`src/rtl/arb_pkg.sv`:
```
// Shared definitions for the request one-hot arbiter: default sizes and FSM states.
package arb_pkg;

  // Default number of request lines (the downstream 8:3 encoder needs 8)
  localparam int ARB_N     = 8;
  // Default width of the saturating coalesce counter
  localparam int ARB_CNT_W = 8;

  // IDLE: nothing offered; OFFER: a grant is held on the output until accepted
  typedef enum logic {
    IDLE  = 1'b0,
    OFFER = 1'b1
  } arb_state_e;

endpackage

```
`src/rtl/req_onehot_arbiter_rr_pick.sv`:
```
// Rotating first-one finder: returns a one-hot grant for the first set bit of i_vec
// scanning upward from i_ptr with wrap-around. With i_rr_en low the scan always
// starts at bit 0, giving fixed lowest-index priority.
module rr_pick
  import arb_pkg::*;
#(
  parameter int N     = ARB_N,
  parameter int PTR_W = (N > 1) ? $clog2(N) : 1
) (
  input  logic [N-1:0]     i_vec,
  input  logic [PTR_W-1:0] i_ptr,
  input  logic             i_rr_en,
  output logic [N-1:0]     o_grant
);

  logic             w_found;
  int               w_start;
  logic [PTR_W-1:0] w_idx;

  // Walk the N positions in rotated order and keep only the first hit
  always_comb begin
    o_grant = '0;
    w_found = 1'b0;
    w_idx   = '0;
    w_start = i_rr_en ? int'(i_ptr) : 0;
    for (int k = 0; k < N; k++) begin
      w_idx = PTR_W'((w_start + k) % N);
      if (!w_found && i_vec[w_idx]) begin
        o_grant[w_idx] = 1'b1;
        w_found        = 1'b1;
      end
    end
  end

endmodule

```
`src/rtl/req_onehot_arbiter.sv`:
```
// Request capture and arbitration stage ahead of the 8:3 priority encoder.
// Request pulses are latched into sticky pending bits; one of them is offered as a
// registered one-hot word under a valid/ready handshake. The offered word is frozen
// until accepted, and the output is never zero-hot or multi-hot while valid_out=1.
module req_onehot_arbiter
  import arb_pkg::*;
#(
  parameter int N           = ARB_N,
  parameter bit ROUND_ROBIN = 1'b1,
  parameter int CNT_W       = ARB_CNT_W
) (
  input  logic             clk,
  input  logic             rst,
  input  logic [N-1:0]     req_in,
  input  logic             ready_in,
  output logic             valid_out,
  output logic [N-1:0]     onehot_out,
  output logic [N-1:0]     pending_out,
  output logic [CNT_W-1:0] coalesce_cnt
);

  localparam int PTR_W = (N > 1) ? $clog2(N) : 1;

  // Registered state
  arb_state_e       r_state;
  logic             r_valid;
  logic [N-1:0]     r_onehot;
  logic [N-1:0]     r_pending;
  logic [PTR_W-1:0] r_ptr;
  logic [CNT_W-1:0] r_cnt;

  // Combinational helpers
  logic             w_accept;
  logic [N-1:0]     w_acc_mask;
  logic [N-1:0]     w_pend_next;
  logic [N-1:0]     w_rem;
  logic             w_coalesce;
  logic [PTR_W-1:0] w_grant_idx;
  logic [PTR_W-1:0] w_ptr_next;
  logic [N-1:0]     w_pick_vec;
  logic [PTR_W-1:0] w_pick_ptr;
  logic [N-1:0]     w_pick;

  // Binary index of a one-hot word (the offered grant is always one-hot in OFFER)
  function automatic logic [PTR_W-1:0] onehot_idx(input logic [N-1:0] v);
    logic [PTR_W-1:0] idx;
    idx = '0;
    for (int i = 0; i < N; i++) begin
      if (v[i]) idx = PTR_W'(i);
    end
    return idx;
  endfunction

  assign w_accept    = r_valid & ready_in;
  assign w_acc_mask  = w_accept ? r_onehot : '0;
  // Set wins over clear: a request on the bit being accepted re-arms it
  assign w_pend_next = (r_pending & ~w_acc_mask) | req_in;
  // At most one count per cycle, however many bits coalesce
  assign w_coalesce  = |(req_in & r_pending & ~w_acc_mask);
  // Requests still waiting once the current grant is taken; same-cycle req_in excluded
  assign w_rem       = r_pending & ~r_onehot;

  assign w_grant_idx = onehot_idx(r_onehot);
  assign w_ptr_next  = (int'(w_grant_idx) == N - 1) ? '0 : w_grant_idx + 1'b1;

  // A single finder serves both cases: fresh pick from pending in IDLE, or the
  // back-to-back pick from the remainder, scanning from just after the grant being accepted
  assign w_pick_vec  = (r_state == OFFER) ? w_rem      : r_pending;
  assign w_pick_ptr  = (r_state == OFFER) ? w_ptr_next : r_ptr;

  rr_pick #(
    .N     (N),
    .PTR_W (PTR_W)
  ) u_pick (
    .i_vec   (w_pick_vec),
    .i_ptr   (w_pick_ptr),
    .i_rr_en (ROUND_ROBIN),
    .o_grant (w_pick)
  );

  // Offer FSM: load a grant from IDLE, hold it under backpressure, chain on accept
  always_ff @(posedge clk) begin
    if (rst) begin
      r_state  <= IDLE;
      r_valid  <= 1'b0;
      r_onehot <= '0;
      r_ptr    <= '0;
    end else begin
      case (r_state)
        IDLE: begin
          if (|r_pending) begin
            r_onehot <= w_pick;
            r_valid  <= 1'b1;
            r_state  <= OFFER;
          end
        end
        OFFER: begin
          if (w_accept) begin
            r_ptr <= w_ptr_next;
            if (|w_rem) begin
              r_onehot <= w_pick;
            end else begin
              r_onehot <= '0;
              r_valid  <= 1'b0;
              r_state  <= IDLE;
            end
          end
        end
        default: begin
          r_state  <= IDLE;
          r_valid  <= 1'b0;
          r_onehot <= '0;
        end
      endcase
    end
  end

  // Sticky pending vector: cleared only by acceptance of its bit
  always_ff @(posedge clk) begin
    if (rst) begin
      r_pending <= '0;
    end else begin
      r_pending <= w_pend_next;
    end
  end

  // Saturating count of requests that landed on an already-pending line
  always_ff @(posedge clk) begin
    if (rst) begin
      r_cnt <= '0;
    end else if (w_coalesce && (r_cnt != {CNT_W{1'b1}})) begin
      r_cnt <= r_cnt + 1'b1;
    end
  end

  assign valid_out    = r_valid;
  assign onehot_out   = r_onehot;
  assign pending_out  = r_pending;
  assign coalesce_cnt = r_cnt;

endmodule

```
`config.mk`:
```
export PLATFORM = sky130hd
export DESIGN_NAME = req_onehot_arbiter
export DESIGN_NICKNAME = d
export VERILOG_FILES = /design/src/rtl/arb_pkg.sv /design/src/rtl/req_onehot_arbiter_rr_pick.sv /design/src/rtl/req_onehot_arbiter.sv
export SDC_FILE = /design/constraint.sdc
export NUM_CORES = 1
export LEC_CHECK = 0
export ABC_AREA = 1
export CELL_PAD_IN_SITES_DETAIL_PLACEMENT = 0
export CELL_PAD_IN_SITES_GLOBAL_PLACEMENT = 1
export CORE_MARGIN = 1.5
export CORE_UTILIZATION = 38
export DETAILED_ROUTE_END_ITERATION = 10
export HOLD_SLACK_MARGIN = 0.12
export PLACE_DENSITY = 0.77
export SYNTH_ARGS = -nofsm -noshare
export SYNTH_HDL_FRONTEND = slang
export SYNTH_SLANG_ARGS = --single-unit
```
`constraint.sdc`:
```
create_clock -name clk -period 3.66 [get_ports clk]
set_input_delay 0.549 -clock clk [delete_from_list [all_inputs] [get_ports clk]]
set_output_delay 0.549 -clock clk [all_outputs]
set_load 0.1 [all_outputs]
```
==> impl_metrics.tcl, run 1 <==
set metrics [dict create \
    end_kind "flop" \
    n_antenna_cell 0 \
    die_y_um 89.1 \
    wl_per_cell_um 14.0 \
    drt_iter0_markers 233 \
    status "complete, no violations" \
    grt-ovfl-total 0 \
    synthXorXnorAreaFrac 0.00311 \
    vias_per_cell 5.23 \
    grt_pass1_wl_um 14200 \
    synth_compound_area_frac 0.119 \
    ys_seq_elements 29 \
    whs_ns 0.492 \
    fin_setup_tns_ns 0 \
    drive_gt1_frac 0.126 \
    synthAdderAreaFrac 0.0355 \
    cts_tree "built" \
    maxSlewViolCount 0 \
    crit_fanout 10 \
    clock-sinks 29 \
    tightest_slew_ns 1.01 \
    ys_types 34 \
    antenna_found_initial 0 \
    yosysWarnings 0 \
    cts.htree.levels 2 \
    crit_slowest_cell "dfxtp_2" \
    maxCapViolCount 0 \
    finClkSkew_ns 0.00668 \
    drc_errors 0 \
    via_count 3259 \
    crit_required_ns 3.82 \
    yosys.area_share.simple 0.502 \
    mostFrequentLayoutCells "nand2_1 (104), nand3_1 (76), nor2_1 (65), inv_1 (65), clkdlybuf4s50_1 (35)" \
    grt_pass1_vias 2925 \
    start_util 0.391 \
    clk_latency_ns 0.27 \
    area_growth_pct 21.1 \
    max-slew-margin-rel 0.323 \
    dp_hpwl_um 6990 \
    syn_inst 484 \
    final_common_cell "nand2_1" \
    die_area_sq_um 7940 \
    crit_chain "inv_2 -> nand2_1 -> nand2_1 -> nand2_1 -> nand2_1 -> nand2_2 -> nand2_1 -> ha_1 -> or2_1 -> o21ai_2 -> inv_2 -> ha_4 -> buf_4 -> nand3_1 -> nand2_1 -> nand2_2 -> nand2_4 -> clkinv_2 -> nand4_1 -> nor2_1 -> nor2_1 -> nand3_1 -> nand2_1 -> a21oi_2" \
    fin_util 0.473 \
    fin_crit_ns 3.29 \
    gp_congestion 0.911 \
    synthesis.nets 503 \
    critical_path_arrival_ns 3.45 \
    final_area_sq_um 3410 \
    cts-root-buf "clkbuf_8" \
    row_count 31 \
    track_usage 0.231 \
    crit_buf_inv 4 \
    ys_seq_area_frac 0.206 \
    yosys-mux-area-fraction 0 \
    yosys.area.top_type "dfxtp_1" \
    cts_buffers 5 \
    n_fill_cell 803 \
    hold_class "flop to flop" \
    syn_avg_cell_area_sq_um 5.82 \
    crit_family "simple AND/OR/NAND/NOR gates" \
    cpMostUsedCell "nand2_1" \
    max_freq_ghz 0.304 \
    criticalPathCategory "flop to flop" \
    fin_nets 542 \
    grt_max_degree 17 \
    finalWirelength_um 8730 \
    first_pass_iters 5 \
    finalCritPeriodShare 0.898 \
    synth_top_cell_area_share 0.206 \
    cts_hold_buf 0 \
    cpPeakStageDelay_ns 0.39 \
    ant_nets 0 \
    io_pins 36 \
    rsz0062_at_grt "false" \
    synth_area_leaders "dfxtp_1 (21%), nand2_1 (14%), nand3_1 (14%)" \
    core_region_area_sq_um 7210 \
    die_w_um 89.1 \
    crit_path_start_kind "flop" \
    clkTransAtPathRegs_ns 0.06 \
    post_dp_cell_area_sq_um 3280 \
    synth_top_family_by_area "simple AND/OR/NAND/NOR gates" \
    clockBufferDepth 2 \
    setup_viol 0 \
    netlist_area_sq_um 2820 \
    port-buffer-count 35 \
    hold_violations 0 \
]
-- per-layer routing --
metal | global-route usage | vias up | wire length (um)
met4 | 0.0699 | 0 | 148
met1 | 0.315 | 1465 | 4000
met3 | 0.0268 | 11 | 516
met2 | 0.381 | 126 | 4070
met5 | 0 | - | 0
li1 | - | 1657 | -
-- cell type report --
type / count / area [sq um] / area share
Clock buffer: 7 / 96.3 / 0.0282
Clock inverter: 1 / 5.00 / 0.00147
Inverter: 76 / 290 / 0.0850
Multi-Input combinational cell: 366 / 1880 / 0.552
Sequential cell: 29 / 589 / 0.173
Tap cell: 99 / 124 / 0.0363
Timing Repair Buffer: 45 / 425 / 0.125
-- sequential cells by signal (all words and copies together) (netlist names) --
name          cells
pending_out       8
coalesce_cnt      8
onehot_out        8
r_state           1
r_ptr             3
valid_out         1
-- cell families after synthesis --
kind of cell,count (synthesis)
flops,29
simple gates,299
buf+inv,89
compound gates,58
xor+xnor,1
fa+ha+maj,8
-- worst paths after layout --
kind | slack [ns] | depth (start not counted) | endpoint | start
worst min register to register | 0.49 | 2 | r_ptr[1]$_SDFFE_PP0P_ | r_ptr[1]$_SDFFE_PP0P_
worst max register to register | 0.37 | 24 | onehot_out[6]$_SDFFE_PP0P_ | onehot_out[2]$_SDFFE_PP0P_
worst min-delay path | 0.49 | 2 | r_ptr[1]$_SDFFE_PP0P_ | r_ptr[1]$_SDFFE_PP0P_
worst max-delay path | 0.37 | 24 | onehot_out[6]$_SDFFE_PP0P_ | onehot_out[2]$_SDFFE_PP0P_
-- cells in the mapped netlist, drive strengths merged --
library cell  count
nand2           118
nand3            81
inv              74
nor2             68
o21ai            33
dfxtp            29
nand4            22
a21oi            18
buf               8
ha                8
clkbuf            5
a221oi            3
nor3              3
clkinv            2
nand3b            2
nor3b             2
o22ai             2
or2               2
nor4              1
o2111ai           1
o21bai            1
xor2              1
-- stage by stage --
stage	worst slack, ns	instances
global route	0.0682	623
detailed placement	0.269	614
global placement	0.302	614
finish	0.372	623
CTS	0.247	622
floorplan	0.0601	484
-- timing repair --
item | 4_1_cts | 5_1_grt
endpoints found under the setup margin | 0 | 8
resized for setup | 0 | 5
buffers inserted | 0 | 1
-- worst register-to-register path, stage by stage (launching register included) --
cell	delay (ns)
dfxtp_2	0.39
inv_2	0.05
nand2_1	0.05
nand2_1	0.04
nand2_1	0.05
nand2_1	0.06
nand2_2	0.07
nand2_1	0.07
ha_1	0.31
or2_1	0.24
o21ai_2	0.07
inv_2	0.11
ha_4	0.30
buf_4	0.16
nand3_1	0.11
nand2_1	0.10
nand2_2	0.06
nand2_4	0.12
clkinv_2	0.17
nand4_1	0.24
nor2_1	0.08
nor2_1	0.11
nand3_1	0.09
nand2_1	0.09
a21oi_2	0.05
Power of run 1 is left out: the tool's default activity adds up to more than one toggle a clock period on the data nets, which glitch-free logic cannot reach.
==> run 2: changes to the inputs <==
- CORE_UTILIZATION: 38 -> 35
- PLACE_DENSITY: 0.77 -> 0.75
- clock period: 3.66 -> 2.8 ns (I/O delays scaled with it)
==> impl_metrics.tcl, run 2 (synthesis gave the netlist of run 1 again) <==
set metrics [dict create \
    final_cells 694 \
    finalWirelength_um 9660 \
    setup_viol 8 \
    end_kind "flop" \
    crit_fanout 7 \
    max-slew-margin-rel 0.608 \
    hold_violations 0 \
    mostFrequentLayoutCells "nand2_1 (97), buf_4 (96), nand3_1 (69)" \
    ant_nets 0 \
    track_usage 0.237 \
    grt_pass1_vias 3481 \
    vias_per_cell 5.16 \
    drc_errors 0 \
    criticalPathCategory "flop to flop" \
    maxCapViolCount 0 \
    row_count 32 \
    via_count 3583 \
    cts-root-buf "clkbuf_8" \
    final_common_cell "nand2_1" \
    fin_crit_ns 2.96 \
    cts_hold_buf 0 \
    grt_max_degree 17 \
    tightest_slew_ns 0.586 \
    violations "negative setup slack" \
    wl_per_cell_um 13.9 \
    grt-ovfl-total 0 \
    grt_busiest_layer "met2" \
    status "finished with violations" \
    grt_pass1_wl_um 16200 \
    core_region_area_sq_um 7770 \
    gp_congestion 1.00 \
    crit_required_ns 3.02 \
    grt_util_met1 0.283 \
    rsz0062_at_grt "true" \
    clockBufferDepth 2 \
    clkTransAtPathRegs_ns 0.06 \
    port-buffer-count 35 \
    finalCritPeriodShare 1.06 \
    met3_usage 0.0296 \
    die_area_sq_um 8600 \
    first_pass_iters 5 \
    maxSlewViolCount 0 \
    crit_path_start_kind "flop" \
    dp_hpwl_um 7660 \
    max_freq_ghz 0.337 \
    critical_path_arrival_ns 3.18 \
    antenna_found_initial 0 \
    fin_nets 610 \
    cts.htree.levels 2 \
    drive_gt1_frac 0.306 \
    clock-sinks 29 \
    area_growth_pct 43.2 \
    place_inst 674 \
    cts_tree "built" \
    die_y_um 92.7 \
    grtUsageMet2 0.425 \
    io_pins 36 \
    finClkSkew_ns 0.00440 \
    die_w_um 92.7 \
    clk_latency_ns 0.28 \
    n_antenna_cell 0 \
    fin_ws_ns -0.163 \
    cts_buffers 5 \
    start_util 0.363 \
    hold_class "flop to flop" \
    drt_iter0_markers 199 \
]
[run 2: changes by cell type in the layout (fill, tap and decap cells not counted), moves of 7 or more]
cell	previous run	this run
dfxtp_4	0	7
nand2_1	104	97
nand2_2	9	16
nand3_1	76	69
buf_4	10	96
dfxtp_2	7	0
clkdlybuf4s50_1	35	10
[run 2: final cells by class]
type / instances / area (sq um)
fill: 820 / 3730
inverter: 76 / 302
clock buffer: 5 / 68.8
clock inverter: 3 / 12.5
timing repair buffer: 111 / 886
sequential: 29 / 607
timing repair inverter: 1 / 7.51
tap: 102 / 128
multi-input combinational: 367 / 2020
[run 2: per-stage QoR]
| stage | setup TNS, ns | utilization | setup slack (ns) | cell area, sq um | hold WS (ns) |
|---|---|---|---|---|---|
| 2_1_floorplan | -2.40 | - | -0.343 | 2920 | 0.478 |
| 3_3_place_gp | -1.30 | 0.481 | -0.178 | 3740 | 0.476 |
| 3_5_place_dp | -1.73 | 0.481 | -0.253 | 3740 | 0.492 |
| 4_1_cts | -0.955 | 0.510 | -0.130 | 3960 | 0.502 |
| 5_1_grt | -2.63 | 0.519 | -0.357 | 4040 | 0.534 |
| 6_report | -1.08 | 0.519 | -0.163 | 4040 | 0.506 |
[run 2: final timing paths]
path | from | endpoint | slack [ns] | depth (start not counted)
setup / recovery | onehot_out[2]$_SDFFE_PP0P_ | onehot_out[0]$_SDFFE_PP0P_ | -0.16 | 25
hold / removal | coalesce_cnt[3]$_SDFFE_PP0P_ | coalesce_cnt[3]$_SDFFE_PP0P_ | 0.51 | 1
setup reg to reg | onehot_out[2]$_SDFFE_PP0P_ | onehot_out[0]$_SDFFE_PP0P_ | -0.16 | 25
hold reg to reg | coalesce_cnt[3]$_SDFFE_PP0P_ | coalesce_cnt[3]$_SDFFE_PP0P_ | 0.51 | 1
[run 2: critical path, stage by stage, from the launching register on]
cell and delay (ns):
dfxtp_4 0.36, inv_2 0.04, nand2_1 0.04, nand2_1 0.05, nand2_1 0.05, nand2_1 0.05
nand2_2 0.07, nand2_2 0.07, ha_4 0.21, or2_4 0.23, o21ai_4 0.08, inv_4 0.05
ha_4 0.29, clkinv_4 0.08, nand3_4 0.09, nand3_2 0.07, nand2_2 0.11, nand2_4 0.07
nor2_8 0.14, buf_6 0.15, nand4_1 0.08, nand3_1 0.14, nor2_1 0.06, nand3_1 0.09
nand2_1 0.08, a21oi_2 0.13
[run 2: repair_timing]
item | CTS | global route
pin swaps | 17 | 13
gates resized for setup | 18 | 19
buffers inserted | 7 | 2
gates cloned | 3 | 0
setup endpoints to repair | 8 | 8
[run 2: metal layers]
metal  up-vias  share of wire  wire length [um]
li1       1800              -                 -
met2       127           0.48              4660
met3        36          0.062               600
met4         0          0.038               372
met5         -              0                 0
met1      1620           0.42              4030
Power of run 2 is left out for the same reason.
